**src/rtl/barrel_shifter_pipe.sv**
```systemverilog
// Pipelined barrel shifter: one shift level per stage, valid/ready on both sides.
// Carry is resolved at entry from the original operand and rides with the beat.
module barrel_shifter_pipe #(
    parameter int WIDTH     = 8,
    parameter bit PIPELINED = 1'b1,
    localparam int SHW      = $clog2(WIDTH)
) (
    input  logic             clk,
    input  logic             rst_n,
    input  logic             in_valid,
    output logic             in_ready,
    input  logic [WIDTH-1:0] in_data,
    input  logic [SHW-1:0]   in_n,
    input  logic             in_lr,
    input  logic [1:0]       in_op,
    output logic             out_valid,
    input  logic             out_ready,
    output logic [WIDTH-1:0] out_data,
    output logic             out_carry
);

    function automatic logic [WIDTH-1:0] lvl(
        input logic [WIDTH-1:0] d,
        input int               s,
        input logic             lr,
        input logic [1:0]       op
    );
        logic [WIDTH-1:0] r;
        if (op == 2'b10) begin
            r = lr ? ((d << s) | (d >> (WIDTH - s)))
                   : ((d >> s) | (d << (WIDTH - s)));
        end else if (lr) begin
            r = d << s;
        end else if (op == 2'b01) begin
            // MSB is still the original sign at every level
            r = (d >> s) | (~({WIDTH{1'b1}} >> s) & {WIDTH{d[WIDTH-1]}});
        end else begin
            r = d >> s;
        end
        return r;
    endfunction

    logic           en;
    logic [SHW-1:0] cidx;
    logic           cin;

    assign en       = !out_valid || out_ready;
    assign in_ready = en;

    // left: bit WIDTH-n (== -n mod WIDTH); right: bit n-1
    assign cidx = in_lr ? (~in_n + SHW'(1)) : (in_n - SHW'(1));
    assign cin  = (in_n != '0) && in_data[cidx];

    logic [WIDTH-1:0] sd  [SHW+1];
    logic [SHW-1:0]   sn  [SHW+1];
    logic             slr [SHW+1];
    logic [1:0]       sop [SHW+1];
    logic             sc  [SHW+1];
    logic             sv  [SHW+1];

    assign sd[0]  = in_data;
    assign sn[0]  = in_n;
    assign slr[0] = in_lr;
    assign sop[0] = in_op;
    assign sc[0]  = cin;
    assign sv[0]  = in_valid;

    for (genvar k = 0; k < SHW; k++) begin : g_stage
        logic [WIDTH-1:0] nd;

        assign nd = sn[k][k] ? lvl(sd[k], 2 ** k, slr[k], sop[k])
                             : sd[k];

        if (PIPELINED || k == SHW - 1) begin : g_reg
            logic [WIDTH-1:0] q_d;
            logic [SHW-1:0]   q_n;
            logic             q_lr;
            logic [1:0]       q_op;
            logic             q_c;
            logic             q_v;

            always_ff @(posedge clk) begin
                if (!rst_n) begin
                    q_d  <= '0;
                    q_n  <= '0;
                    q_lr <= 1'b0;
                    q_op <= 2'b00;
                    q_c  <= 1'b0;
                    q_v  <= 1'b0;
                end else if (en) begin
                    q_d  <= nd;
                    q_n  <= sn[k];
                    q_lr <= slr[k];
                    q_op <= sop[k];
                    q_c  <= sc[k];
                    q_v  <= sv[k];
                end
            end

            assign sd[k+1]  = q_d;
            assign sn[k+1]  = q_n;
            assign slr[k+1] = q_lr;
            assign sop[k+1] = q_op;
            assign sc[k+1]  = q_c;
            assign sv[k+1]  = q_v;
        end else begin : g_comb
            assign sd[k+1]  = nd;
            assign sn[k+1]  = sn[k];
            assign slr[k+1] = slr[k];
            assign sop[k+1] = sop[k];
            assign sc[k+1]  = sc[k];
            assign sv[k+1]  = sv[k];
        end
    end

    assign out_data  = sd[SHW];
    assign out_carry = sc[SHW];
    assign out_valid = sv[SHW];

endmodule
```
**config.mk**
```make
export PLATFORM = sky130hd
export DESIGN_NAME = barrel_shifter_pipe
export DESIGN_NICKNAME = d
export VERILOG_FILES = /design/src/rtl/barrel_shifter_pipe.sv
export SDC_FILE = /design/constraint.sdc
export NUM_CORES = 1
export LEC_CHECK = 0
export CAP_MARGIN = 0
export CORE_ASPECT_RATIO = 0.6
export CORE_MARGIN = 4
export CORE_UTILIZATION = 55
export CTS_CLUSTER_DIAMETER = 80
export CTS_CLUSTER_SIZE = 40
export DETAILED_ROUTE_END_ITERATION = 16
export PLACE_DENSITY = 0.9
export SLEW_MARGIN = 40
export SYNTH_ARGS = -nofsm -noshare
export SYNTH_HDL_FRONTEND = slang
export SYNTH_SLANG_ARGS = --single-unit
```
**constraint.sdc**
```tcl
create_clock -name clk -period 2.18 [get_ports clk]
set_clock_uncertainty 0.1 [all_clocks]
set_input_delay 0.327 -clock clk [delete_from_list [all_inputs] [get_ports clk]]
set_output_delay 0.327 -clock clk [all_outputs]
set_load 0.05 [all_outputs]
```
==> impl_metrics.tcl <==
set metrics [dict create \
    p_leak_nw 0.945 \
    hold-path-cell-count 2 \
    grt_usage_pct 20.7 \
    fin_crit_ns 2.09 \
    coreArea_sq_um 3740 \
    hold_slack_ns 0.351 \
    num_vias 1957 \
    htreeDepth 2 \
    seq_area_frac_synth_pct 35.6 \
    tightest_slew_ns 0.588 \
    fin_crit_sh_pct 95.9 \
    path_cells "clkdlybuf4s50_1, inv_1, ha_1, ha_1, mux2i_1, a21boi_0, o2111ai_1, o211ai_1" \
    rsz0062_at_grt "no" \
    min_path_type "reg -> reg" \
    cp-start-kind "input port" \
    die_w_um 89.5 \
    grt_pass1_wl_um 8240 \
    status "completed" \
    multi_input_area_sq_um 1240 \
    drt_iter0_drc 222 \
    antennaDiodeCount 0 \
    synth_area_leader_cell "dfxtp_1" \
    crit_cells 8 \
    place_inst 318 \
    cp_common_cell "ha_1" \
    drt_pass1_iterations 5 \
    cpPeakStageDelay_ns 0.50 \
    post-cts-setup-buffers 0 \
    relSlewSlack_pct 60.8 \
    start_util_pct 58.6 \
    grt_overflow 0 \
    synth_common_cells "dfxtp_1, nand2_1, nor2_1" \
    viasPerCell 6.02 \
    ys.flop_type "dfxtp_1" \
    synthCells 254 \
    postCtsHoldBufs 0 \
    drive_above_1_share_pct 8.27 \
    worstSetupEndpointType "register" \
    gp_congestion 0.922 \
    detail-route-antenna-nets 0 \
    synth-edff-count 0 \
    crit_slowest_cell "clkdlybuf4s50_1" \
    synth.avg_cell_area_sq_um 8.64 \
    clock_path_buffers 2 \
    seqCellArea_sq_um 781 \
    rows 17 \
    io_buffers 28 \
    antenna_found_initial 0 \
    cp_max_fo 3 \
    grt_max_degree 55 \
    syn-cell-area_sq_um 2190 \
    clkLatencyLatePin_ns 0.29 \
    setup-violations-final 0 \
    drc_errors 0 \
    drv_slew 0 \
    cts_buffers 5 \
    grt_pass1_vias 1698 \
    dieArea_sq_um 5100 \
    root_buffer "clkbuf_8" \
    cts_tree "done" \
    die_h_um 56.9 \
    area_growth_pct 16.8 \
    path_class "in -> reg" \
    hpwl_um 3630 \
    final_cells 325 \
    powerDensity_nw_per_um2 672 \
    numClockSinks 39 \
    cp.arrival_ns 2.15 \
    wl_per_cell_um 15.4 \
    rr_worst_depth 4 \
    drv_cap 0 \
    yosysTopAreaCellShare_pct 35.6 \
    cp.buffers_inverters 2 \
    syn_nets 275 \
    critPathRequiredTime_ns 2.24 \
    ios 29 \
    routed_wl_um 5020 \
    clk_pin_slew_ns 0.07 \
    synthTopCellsByArea "dfxtp_1, mux2i_1, nand2_1" \
    fill_cells 286 \
    synth-seq-cells 39 \
    finalHoldViolCount 0 \
    synth_most_common_cell "dfxtp_1" \
    layout.nets 299 \
    post_cts_resize_count 0 \
    max_freq_mhz 478 \
    synthArstFlopShare_pct 0 \
    ir_worst_vdd_mv 0.469 \
    cpLargestDelayFamily "adder cells" \
    ys.warnings.count 0 \
    ys_types 39 \
]
## where the power goes
part           total, W  internal, W  switching (W)  leakage (nW)
sequential     0.000816     0.000763      0.0000533         0.322
combinational  0.000332     0.000161       0.000171         0.572
clock          0.000574     0.000335       0.000239        0.0513
total           0.00172      0.00126       0.000464         0.945
## final timing paths
path / startpoint / end / slack, ns
setup / recovery: in_n[1] / g_stage[0].g_reg.q_c / 0.09
setup reg to reg: g_stage[0].g_reg.q_lr / g_stage[1].g_reg.q_d[6] / 0.68
hold reg to reg: out_data[4] / out_data[4] / 0.35
hold / removal: out_data[4] / out_data[4] / 0.35
## kinds of logic (layout without fill, tap and decap cells)
group | after synthesis | after routing | share of synthesized area, %
compound gates | 74 | 74 | 24.1
fa+ha+maj | 3 | 3 | 1.71
buf+inv | 25 | 49 | 7.70
flops | 39 | 39 | 35.6
mux | 16 | 16 | 8.44
simple gates | 97 | 97 | 22.5
## stage by stage
step | area (sq um) | setup WS [ns] | util, % | total power [W] | setup TNS [ns]
after global placement | 2460 | -0.0988 | 65.7 | 0.00115 | -0.0988
final | 2560 | 0.0892 | 68.4 | 0.00172 | 0
after CTS | 2560 | 0.0958 | 68.4 | 0.00173 | 0
after floorplan | 2190 | 0.199 | - | 0.00105 | 0
after detailed placement | 2460 | -0.197 | 65.7 | 0.00116 | -0.197
after global routing | 2560 | 0.00888 | 68.4 | 0.00180 | 0
## tightest hold or removal path: cells and delay by family, from the launching register on
family,cells,cell delay [ns]
compound gates,1,0.05
flops,1,0.31
simple gates,1,0.05
## state kept, by name, indices dropped and copies added (netlist names), 2 cells and up
register and flops:
g_stage.g_reg.q_c 2, g_stage.g_reg.q_n 3, g_stage.g_reg.q_d 16, g_stage.g_reg.q_op 4, g_stage.g_reg.q_v 2, out_data 8, g_stage.g_reg.q_lr 2
## layer usage
layer  vias up  wire length [um]  global-route usage (%)
met5         -                 0                       0
met4         0                38                    5.52
met3         7               366                    6.16
met2        61              2150                    27.9
met1       938              2470                    31.5
li1        951                 -                       -
## cell type report
class | instances | area share [%]
multi-input combinational | 190 | 48.5
clock inverter | 1 | 1.17
clock buffer | 6 | 2.83
tap | 47 | 2.29
timing repair buffer | 37 | 14.0
inverter | 5 | 0.732
sequential | 39 | 30.5
## cell usage in the layout, fill, tap and decap left out, drive strengths merged, types with 4 or more instances in the layout
cell | netlist | layout
dfxtp | 39 | 39
clkbuf | 7 | 6
buf | 13 | 10
nor2 | 21 | 21
nor3b | 4 | 4
nor2b | 20 | 20
o211ai | 4 | 4
a21boi | 19 | 19
o21ai | 7 | 7
inv | 5 | 5
a311oi | 7 | 7
nand2 | 37 | 37
clkdlybuf4s50 | 0 | 27
mux2i | 14 | 14
a211oi | 10 | 10
a21oi | 15 | 15
Power figures use the tool's default switching activity.
